===== config.mk =====
export PLATFORM = sky130hd
export DESIGN_NAME = alu_issue_ctrl
export DESIGN_NICKNAME = d
export VERILOG_FILES = /design/src/rtl/alu_pkg.sv /design/src/rtl/alu_op_decode.sv /design/src/rtl/alu_issue_ctrl.sv
export SDC_FILE = /design/constraint.sdc
export NUM_CORES = 1
export LEC_CHECK = 0
export CORE_AREA = 2 2 186 188
export CTS_CLUSTER_DIAMETER = 150
export DETAILED_ROUTE_END_ITERATION = 10
export DIE_AREA = 0 0 188 190
export DONT_BUFFER_PORTS = 1
export PLACE_DENSITY_LB_ADDON = 0.2
export SLEW_MARGIN = 20
export SYNTH_ARGS = -nofsm -noshare
export SYNTH_HDL_FRONTEND = slang
export SYNTH_SLANG_ARGS = --single-unit

===== constraint.sdc =====
create_clock -name clk -period 2.2 [get_ports clk]
set_input_delay 0.11 -clock clk [delete_from_list [all_inputs] [get_ports clk]]
set_output_delay 0.11 -clock clk [all_outputs]
set_load 0.02 [all_outputs]

===== src/rtl/alu_pkg.sv =====
// Shared constants for the ALU issue controller: ALU op codes,
// RV64 major opcodes, FSM state encoding and a small flag helper.
package alu_pkg;

  // ALU operation codes driven on alu_ctrl
  localparam logic [3:0] ALU_ADD = 4'b0000;
  localparam logic [3:0] ALU_SUB = 4'b0001;
  localparam logic [3:0] ALU_AND = 4'b0100;
  localparam logic [3:0] ALU_OR  = 4'b0101;
  localparam logic [3:0] ALU_BEQ = 4'b1010;

  // RV64 major opcodes (instruction bits [6:0])
  localparam logic [6:0] OP_R      = 7'b0110011;
  localparam logic [6:0] OP_I      = 7'b0010011;
  localparam logic [6:0] OP_LOAD   = 7'b0000011;
  localparam logic [6:0] OP_STORE  = 7'b0100011;
  localparam logic [6:0] OP_BRANCH = 7'b1100011;

  // Controller FSM states
  typedef logic [1:0] state_t;
  localparam state_t ST_IDLE  = 2'b00;
  localparam state_t ST_ISSUE = 2'b01;
  localparam state_t ST_RESP  = 2'b10;

  // Carry/overflow only carry meaning for the arithmetic ops
  function automatic logic op_has_flags(input logic [3:0] ctrl);
    return (ctrl == ALU_ADD) || (ctrl == ALU_SUB);
  endfunction

endpackage


===== src/rtl/alu_op_decode.sv =====
// Combinational decode of opcode/funct3/funct7b5 into an ALU op code,
// operand-B source select and an illegal-instruction flag.
module alu_op_decode
  import alu_pkg::*;
(
  input  logic [6:0] opcode,
  input  logic [2:0] funct3,
  input  logic       funct7b5,
  output logic [3:0] alu_ctrl,
  output logic       use_imm,
  output logic       illegal
);

  // Map the supported instruction subset; anything else is flagged illegal
  always_comb begin
    alu_ctrl = ALU_ADD;
    use_imm  = 1'b0;
    illegal  = 1'b0;
    case (opcode)
      OP_R: begin
        case (funct3)
          3'b000:  alu_ctrl = funct7b5 ? ALU_SUB : ALU_ADD;
          3'b111:  alu_ctrl = ALU_AND;
          3'b110:  alu_ctrl = ALU_OR;
          default: illegal  = 1'b1;
        endcase
      end
      OP_I: begin
        // funct7b5 is part of the immediate here, so it is not consulted
        use_imm = 1'b1;
        case (funct3)
          3'b000:  alu_ctrl = ALU_ADD;
          3'b111:  alu_ctrl = ALU_AND;
          3'b110:  alu_ctrl = ALU_OR;
          default: illegal  = 1'b1;
        endcase
      end
      OP_LOAD, OP_STORE: begin
        // address generation: rs1 + imm
        use_imm = 1'b1;
      end
      OP_BRANCH: begin
        if (funct3 == 3'b000) begin
          alu_ctrl = ALU_BEQ;
        end else begin
          illegal = 1'b1;
        end
      end
      default: illegal = 1'b1;
    endcase
  end

endmodule


===== src/rtl/alu_issue_ctrl.sv =====
// Issuing end of the 64-bit ALU interface: accepts a decoded instruction,
// drives registered operands to the ALU for one cycle, captures the result
// and flags, and holds a registered response until the consumer takes it.
module alu_issue_ctrl
  import alu_pkg::*;
#(
  parameter int XLEN  = 64,
  parameter int IMM_W = 64
) (
  input  logic             clk,
  input  logic             rst,
  input  logic             in_valid,
  output logic             in_ready,
  input  logic [6:0]       in_opcode,
  input  logic [2:0]       in_funct3,
  input  logic             in_funct7b5,
  input  logic [XLEN-1:0]  in_rs1,
  input  logic [XLEN-1:0]  in_rs2,
  input  logic [IMM_W-1:0] in_imm,
  output logic [XLEN-1:0]  alu_a,
  output logic [XLEN-1:0]  alu_b,
  output logic [3:0]       alu_ctrl,
  input  logic [XLEN-1:0]  alu_result,
  input  logic             alu_carry,
  input  logic             alu_overflow,
  input  logic             alu_zero,
  output logic             out_valid,
  input  logic             out_ready,
  output logic [XLEN-1:0]  out_result,
  output logic             out_taken,
  output logic             out_carry,
  output logic             out_overflow,
  output logic             out_illegal
);

  logic [3:0]      dec_ctrl;
  logic            dec_use_imm;
  logic            dec_illegal;

  state_t          state_q,        state_d;
  logic [XLEN-1:0] alu_a_q,        alu_a_d;
  logic [XLEN-1:0] alu_b_q,        alu_b_d;
  logic [3:0]      alu_ctrl_q,     alu_ctrl_d;
  logic [XLEN-1:0] out_result_q,   out_result_d;
  logic            out_taken_q,    out_taken_d;
  logic            out_carry_q,    out_carry_d;
  logic            out_overflow_q, out_overflow_d;
  logic            out_illegal_q,  out_illegal_d;

  alu_op_decode u_decode (
    .opcode   (in_opcode),
    .funct3   (in_funct3),
    .funct7b5 (in_funct7b5),
    .alu_ctrl (dec_ctrl),
    .use_imm  (dec_use_imm),
    .illegal  (dec_illegal)
  );

  // Next-state and datapath register updates for IDLE -> ISSUE -> RESP
  always_comb begin
    state_d        = state_q;
    alu_a_d        = alu_a_q;
    alu_b_d        = alu_b_q;
    alu_ctrl_d     = alu_ctrl_q;
    out_result_d   = out_result_q;
    out_taken_d    = out_taken_q;
    out_carry_d    = out_carry_q;
    out_overflow_d = out_overflow_q;
    out_illegal_d  = out_illegal_q;
    case (state_q)
      ST_IDLE: begin
        if (in_valid) begin
          if (dec_illegal) begin
            // Illegal: skip the ALU entirely; alu_* keeps its old value
            state_d        = ST_RESP;
            out_result_d   = '0;
            out_taken_d    = 1'b0;
            out_carry_d    = 1'b0;
            out_overflow_d = 1'b0;
            out_illegal_d  = 1'b1;
          end else begin
            state_d    = ST_ISSUE;
            alu_a_d    = in_rs1;
            alu_b_d    = dec_use_imm ? in_imm[XLEN-1:0] : in_rs2;
            alu_ctrl_d = dec_ctrl;
          end
        end else begin
          state_d = ST_IDLE;
        end
      end
      ST_ISSUE: begin
        // Operands have been stable for a full cycle; capture the ALU outputs
        state_d        = ST_RESP;
        out_result_d   = alu_result;
        out_carry_d    = op_has_flags(alu_ctrl_q) ? alu_carry    : 1'b0;
        out_overflow_d = op_has_flags(alu_ctrl_q) ? alu_overflow : 1'b0;
        out_taken_d    = (alu_ctrl_q == ALU_BEQ)  ? alu_zero     : 1'b0;
        out_illegal_d  = 1'b0;
      end
      ST_RESP: begin
        if (out_ready) begin
          state_d = ST_IDLE;
        end else begin
          state_d = ST_RESP;
        end
      end
      default: state_d = ST_IDLE;
    endcase
  end

  // State and output registers with synchronous reset
  always_ff @(posedge clk) begin
    if (rst) begin
      state_q        <= ST_IDLE;
      alu_a_q        <= '0;
      alu_b_q        <= '0;
      alu_ctrl_q     <= ALU_ADD;
      out_result_q   <= '0;
      out_taken_q    <= 1'b0;
      out_carry_q    <= 1'b0;
      out_overflow_q <= 1'b0;
      out_illegal_q  <= 1'b0;
    end else begin
      state_q        <= state_d;
      alu_a_q        <= alu_a_d;
      alu_b_q        <= alu_b_d;
      alu_ctrl_q     <= alu_ctrl_d;
      out_result_q   <= out_result_d;
      out_taken_q    <= out_taken_d;
      out_carry_q    <= out_carry_d;
      out_overflow_q <= out_overflow_d;
      out_illegal_q  <= out_illegal_d;
    end
  end

  assign in_ready     = (state_q == ST_IDLE);
  assign out_valid    = (state_q == ST_RESP);
  assign alu_a        = alu_a_q;
  assign alu_b        = alu_b_q;
  assign alu_ctrl     = alu_ctrl_q;
  assign out_result   = out_result_q;
  assign out_taken    = out_taken_q;
  assign out_carry    = out_carry_q;
  assign out_overflow = out_overflow_q;
  assign out_illegal  = out_illegal_q;

endmodule


After elaboration in Yosys (flattened, before gate mapping)
Cells that the tools add are included.
- eq/ne operators: 13
- multiplexer cells: 28
- bitwise operators: 1
- reductions and logical operators: 11
- operators with widths (kind ; number):
    2-to-1 mux 64 bit ; 3
    case mux 64 bit (2 select lines) ; 1
    case mux 4 bit (3 select lines) ; 2
    == test 7 x 6 -> 1 bit (second input constant) ; 2
    2-to-1 mux 1 bit ; 11
    case mux 1 bit (2 select lines) ; 4
    == test 7 x 2 -> 1 bit (second input constant) ; 1
    == test 7 x 5 -> 1 bit (second input constant) ; 1
    == test 7 bit (second input constant) ; 1
    == test 3 bit (second input constant) ; 2
    2-to-1 mux 2 bit ; 3
    case mux 2 bit (3 select lines) ; 1
    case mux 3 bit (2 select lines) ; 1
    AND reduction 3 bit ; 2
    OR reduction 3 bit ; 2
    == test 4 x 1 -> 1 bit (second input constant) ; 1
    == test 4 bit (second input constant) ; 1
    logical NOT 4 bit ; 1
    2-to-1 mux 4 bit ; 1
    OR reduction 2 bit ; 2
    logical NOT 3 bit ; 1
    case mux 1 bit (3 select lines) ; 1
    == test 2 x 1 -> 1 bit (second input constant) ; 1
    == test 2 bit (second input constant) ; 1
    other kinds (6) ; 6
- register bits: 202
- bits of input ports: 274
- output and inout bits: 202

Logic depth before layout (Yosys ltp)
- word-level depth: 7
- gate-level depth with buffers: 8
- mapped depth without buffers: 4

Hierarchy
A second synthesis with hierarchy kept.
- cell total of the unflattened synthesis: 766
- area, all modules: 7422.1 um^2
- by module, submodules not included (module ; instances ; cells an instance ; area an instance (um^2) ; seq. area each (um^2)):
    alu_issue_ctrl ; 1 ; 749 ; 7299.5 ; 4043.9
    alu_op_decode ; 1 ; 17 ; 122.6 ; 0.0

Worst setup path after synthesis
No wires, ideal clock.
- kind: input-to-reg
- start point: input port in_opcode[4]
- end point: register alu_b_q[62], in the netlist alu_b[62]
- data arrival time: 1.684 ns
- setup slack: 0.383 ns
- stages: 6
- buffers on the path: 2
- path through: or4b_1 -> o21a_1 -> clkbuf_1 -> nor2_2 -> buf_2 -> a311oi_1
- word-level cells in the longest chain between the ends: 5
- elaborated cells between the ends (all ways): 13
- RTL lines (element ; RTL line ; text):
    start, declared ; alu_issue_ctrl.sv:14 ; input logic [6:0] in_opcode,
    == test 7 x 2 -> 1 bit, or another cell as far along ; alu_op_decode.sv:19 ; case (opcode)
    OR reduction 2 bit (on tied branches) ; n/a ;
    case mux 1 bit (3 select lines) ; alu_op_decode.sv:19 ;
    inverter 1 bit (no line) ; n/a ;
    AND reduction 3 bit (no line) ; n/a ;
    end signal, assigned ; alu_issue_ctrl.sv:126 ; alu_b_q <= alu_b_d;
    end, declared ; alu_issue_ctrl.sv:42 ; logic [XLEN-1:0] alu_b_q, alu_b_d;
Several ways; a longest one is shown, not always the timed one.
A chain may end at the register's enable or synchronous reset.

Worst setup path after layout
- start point: input port in_opcode[4]
- end point: register out_carry_q, in the netlist out_carry
- word-level cells in the longest chain between the ends: 5
- elaborated cells between the ends (all ways): 10
- RTL lines (element ; RTL line ; text):
    == test 7 x 2 -> 1 bit, or another cell as far along ; alu_op_decode.sv:19 ;
    OR reduction 2 bit (on tied branches) ; n/a ;
    case mux 1 bit (3 select lines) * ; alu_op_decode.sv:19 ;
    inequality test 2 x 1 -> 1 bit (no line) * ; n/a ;
    AND reduction 3 bit (no line) * ; n/a ;
    end signal, assigned ; alu_issue_ctrl.sv:130 ; out_carry_q <= out_carry_d;
    end, declared ; alu_issue_ctrl.sv:46 ; logic out_carry_q, out_carry_d;
Every way passes the cells marked *; elsewhere a longest branch is shown, timed or not.

==> results.rst <==
.. list-table::
   :header-rows: 1

   * - Metric
     - Value
   * - Result of the run
     - finished, violations left
   * - Violated checks
     - negative hold slack
   * - Number of distinct library cells after synthesis
     - 34
   * - Diode insertion count for antenna repair
     - 0
   * - TritonCTS clock tree
     - yes
   * - Hold bufs inserted after CTS
     - 70
   * - CTS max path bufs
     - 3
   * - Final critical-path share of the clock period
     - 90.5%
   * - DRC violation count after routing
     - 0
   * - CTS root buf
     - sky130_fd_sc_hd__clkbuf_16
   * - Number of cells produced by synthesis
     - 867
   * - Setup CP Type
     - in -> reg
   * - Drt wl/cell
     - 21.6 um
   * - Path category of the worst min-delay check
     - in -> reg
   * - Total track usage
     - 15.3%
   * - Most area-consuming cells after synthesis
     - sky130_fd_sc_hd__dfxtp_1 (51%), sky130_fd_sc_hd__a21oi_1 (8.5%), sky130_fd_sc_hd__a32o_1 (8.4%)
   * - Post-cts resize count
     - 0
   * - Detailed-routing iteration count for the pre-antenna-repair pass
     - 4
   * - Most common cell in the netlist
     - sky130_fd_sc_hd__dfxtp_1
   * - Share of the synthesized area in the top cell type
     - between 50% and 60%
   * - Mean instance size in the synthesized netlist
     - 9.03 um^2
   * - Initial Util
     - 23.1%
   * - Sink count of the clock tree
     - 201
   * - Kind of end point of the critical path
     - flop
   * - Leading area contributor after synthesis
     - sky130_fd_sc_hd__dfxtp_1
   * - Async S/R FF share, synth
     - 0%
   * - Layout overhead on the synthesized area
     - 31.5%
   * - Fmax
     - 0.502 GHz
   * - Multi-input logic area
     - roughly 3400 um^2
   * - Simple-gate portion of the synthesized area
     - a little over an eighth
   * - Global route overflow
     - 0
   * - Core occupancy in the finished layout
     - 30.3%
   * - Max stage delay cell, worst path
     - sky130_fd_sc_hd__or4b_1
   * - Arrival time reported for the critical path endpoint
     - ~2.5 ns
   * - Crit path launch type
     - input port
   * - Post-detailed-route count of antenna-violating nets
     - 0
   * - Final setup TNS
     - 0 ns
   * - Number of synthesized flops with an enable pin
     - 0
   * - Total via count in the routed design
     - 7298
   * - Unrepaired setup endpoints after global routing
     - false
   * - Filler instances
     - 3530
   * - Slowest stage delay, CP
     - 0.60 ns
   * - Antenna violations before repair
     - 1
   * - Total Routed Length
     - around 30000 um
   * - TritonCTS buffer count
     - 24
   * - Proportion of synthesized area in mux cells
     - 0%
   * - Maximum capacitance violations
     - 0
   * - Max VDD drop
     - between 0.4 and 0.5 mV
   * - Die outline area
     - 35700 um^2
   * - Total number of yosys warnings
     - 0
   * - # rows
     - around 70
   * - Detail-routed via count per cell
     - 5.24
   * - Total number of nets in the final design
     - about 1200
   * - Final hold violation count
     - 131
   * - Post-synthesis sequential element count
     - 201
   * - Flip-flop and latch area
     - 4020 um^2
   * - Seq/Total Area, Yosys
     - 51.4%
   * - Leakage power figure
     - roughly 0.0033 uW
   * - Height of the die
     - 190 um
   * - Floorplan Core Area
     - 33900 um^2
   * - Combinational family with the most area after synthesis
     - compound AO/OA/AOI/OAI gates
   * - Number of H-tree branching levels
     - 1
   * - Worst hold-check slack
     - -0.329 ns
   * - Final weighted congestion in routability-driven placement
     - 0.715
   * - Setup skew after layout
     - 0.0146 ns
   * - X dimension of the die
     - 188 um
   * - Measured slew at the worst slew-check pin
     - 0.719 ns
   * - Total chip power
     - 8350 uW
   * - Number of nets in the synthesized netlist
     - 1141
   * - Pin count of the biggest net entering global routing
     - 137
   * - Post-Synth Adder-Cell Area
     - 0%
   * - Clock Pin Slew Worst Setup and Hold Paths
     - 0.06 ns
   * - Via count of the first global-routing pass
     - 7029
   * - Clock network latency to the later pin of the worst-skew pair
     - 0.53 ns
   * - Relative slew margins
     - between 50% and 60%
   * - Cell family with the largest share of critical-path delay
     - buffers and inverters
   * - PD cells
     - 811 nW/um^2
   * - Boundary pin count
     - 476
   * - Final-report max-slew violation count
     - 0
   * - Area fraction in compound gates after synthesis
     - 29.5%
   * - Initial detailed-routing violation count
     - between 300 and 400
   * - Worst Path Required
     - roughly 2.7 ns
   * - Clock period minus worst slack
     - 1.99 ns
   * - Total half-perimeter wirelength after legalization and detailed placement
     - between 20000 and 25000 um
   * - Cell breakdown of the critical path
     - or4b_1 > o21a_2 > o311ai_4 > buf_12 > a32o_1 > dlygate4sd3_1
   * - Summed instance area of the synthesized netlist
     - 7830 um^2
   * - First-pass GRT wire length
     - about 43000 um
   * - Number of buffers inserted to repair setup after CTS
     - 0
   * - Xor and xnor fraction of the mapped netlist area
     - 0%
   * - Final setup vio count
     - 0
   * - Buffers & Inverters on Critical Path
     - 2
   * - Ys flop type
     - sky130_fd_sc_hd__dfxtp_1
   * - Port Buffers
     - 0
   * - Largest fanout on the critical path
     - 69
   * - Most frequent cells after synthesis
     - sky130_fd_sc_hd__dfxtp_1 (201), sky130_fd_sc_hd__a21oi_1 (133), sky130_fd_sc_hd__nand3_1 (130), sky130_fd_sc_hd__clkbuf_1 (84), sky130_fd_sc_hd__nand2_1 (67)
   * - Share of final-layout standard cells stronger than drive strength 1
     - 8.52%
cell type report:
| cell class | count | area share (%) |
|---|---|---|
| Multi-Input combinational cell | 557 | 33.5 |
| Tap cell | 455 | 5.53 |
| Clock inverter | 7 | 1.20 |
| Clock buffer | 34 | 6.78 |
| Timing Repair Buffer | 138 | 13.9 |
| Inverter | 2 | 0.0729 |
| Sequential cell | 201 | 39.1 |
metal layers:
layer | up-vias | part of all wire [%] | GRT usage, %
li1 | 3415 | - | -
met1 | 3476 | 37 | 17.0
met2 | 359 | 51 | 27.5
met3 | 48 | 9.7 | 5.28
met4 | 0 | 2.1 | 4.30
met5 | - | 0 | 0
cells by family (layout without fill, tap and decap cells):
family / count (synthesis) / after routing
buffers and inverters: 109 / 181
flip-flops: 201 / 201
AND/OR/NAND/NOR: 218 / 218
AO/OA/AOI/OAI: 339 / 339
sequential cells by signal (all words and copies together), names as in the netlist:
name and flops:
alu_a 64, alu_b 64, out_result 64, alu_ctrl 3
state_q 2, out_carry 1, out_illegal 1, out_overflow 1
out_taken 1
cell usage in the layout, fill, tap and decap left out, types with 3 or more instances in the layout:
| cell | synthesis | routed |
|---|---|---|
| sky130_fd_sc_hd__o21ai_0 | 65 | 65 |
| sky130_fd_sc_hd__clkbuf_8 | 0 | 6 |
| sky130_fd_sc_hd__buf_4 | 1 | 22 |
| sky130_fd_sc_hd__a21oi_1 | 133 | 131 |
| sky130_fd_sc_hd__bufinv_16 | 0 | 3 |
| sky130_fd_sc_hd__clkbuf_1 | 84 | 4 |
| sky130_fd_sc_hd__nand3_1 | 130 | 130 |
| sky130_fd_sc_hd__nand2_1 | 67 | 66 |
| sky130_fd_sc_hd__dlygate4sd3_1 | 0 | 106 |
| sky130_fd_sc_hd__clkbuf_16 | 0 | 24 |
| sky130_fd_sc_hd__a32o_1 | 66 | 66 |
| sky130_fd_sc_hd__nor3_1 | 4 | 4 |
| sky130_fd_sc_hd__dfxtp_1 | 201 | 201 |
| sky130_fd_sc_hd__buf_12 | 0 | 10 |
| sky130_fd_sc_hd__a311oi_1 | 64 | 64 |
| sky130_fd_sc_hd__nor2_1 | 4 | 3 |
worst paths after layout:
check	from	endpoint	slack, ns	cells past startpoint
min	rst	alu_b[15]$_SDFFE_PP0P_	-0.33	1
min reg2reg	alu_ctrl[1]$_SDFFE_PP0P_	alu_ctrl[1]$_SDFFE_PP0P_	0.55	2
max	in_opcode[4]	out_carry$_SDFFE_PP0P_	0.21	6
max reg2reg	state_q[1]$_SDFF_PP0_	alu_a[13]$_SDFFE_PP0P_	0.22	6
where the power goes:
part | internal [uW] | switching, uW
Sequential | 3660 | 48.0
Clock | 2550 | 1590
Combinational | 223 | 278
through the flow:
step | hold slack, ns | std cells | worst slack [ns] | area [um^2]
2_1_floorplan | 0.232 | 867 | 0.383 | 7830
3_3_place_gp | 0.199 | 1247 | 0.223 | 8410
3_5_place_dp | 0.199 | 1247 | 0.207 | 8410
4_1_cts | -0.366 | 1358 | 0.288 | 9930
5_1_grt | -0.360 | 1394 | 0.0874 | 10300
6_report | -0.329 | 1394 | 0.209 | 10300
Note: power is estimated with default switching activity, not from simulation.
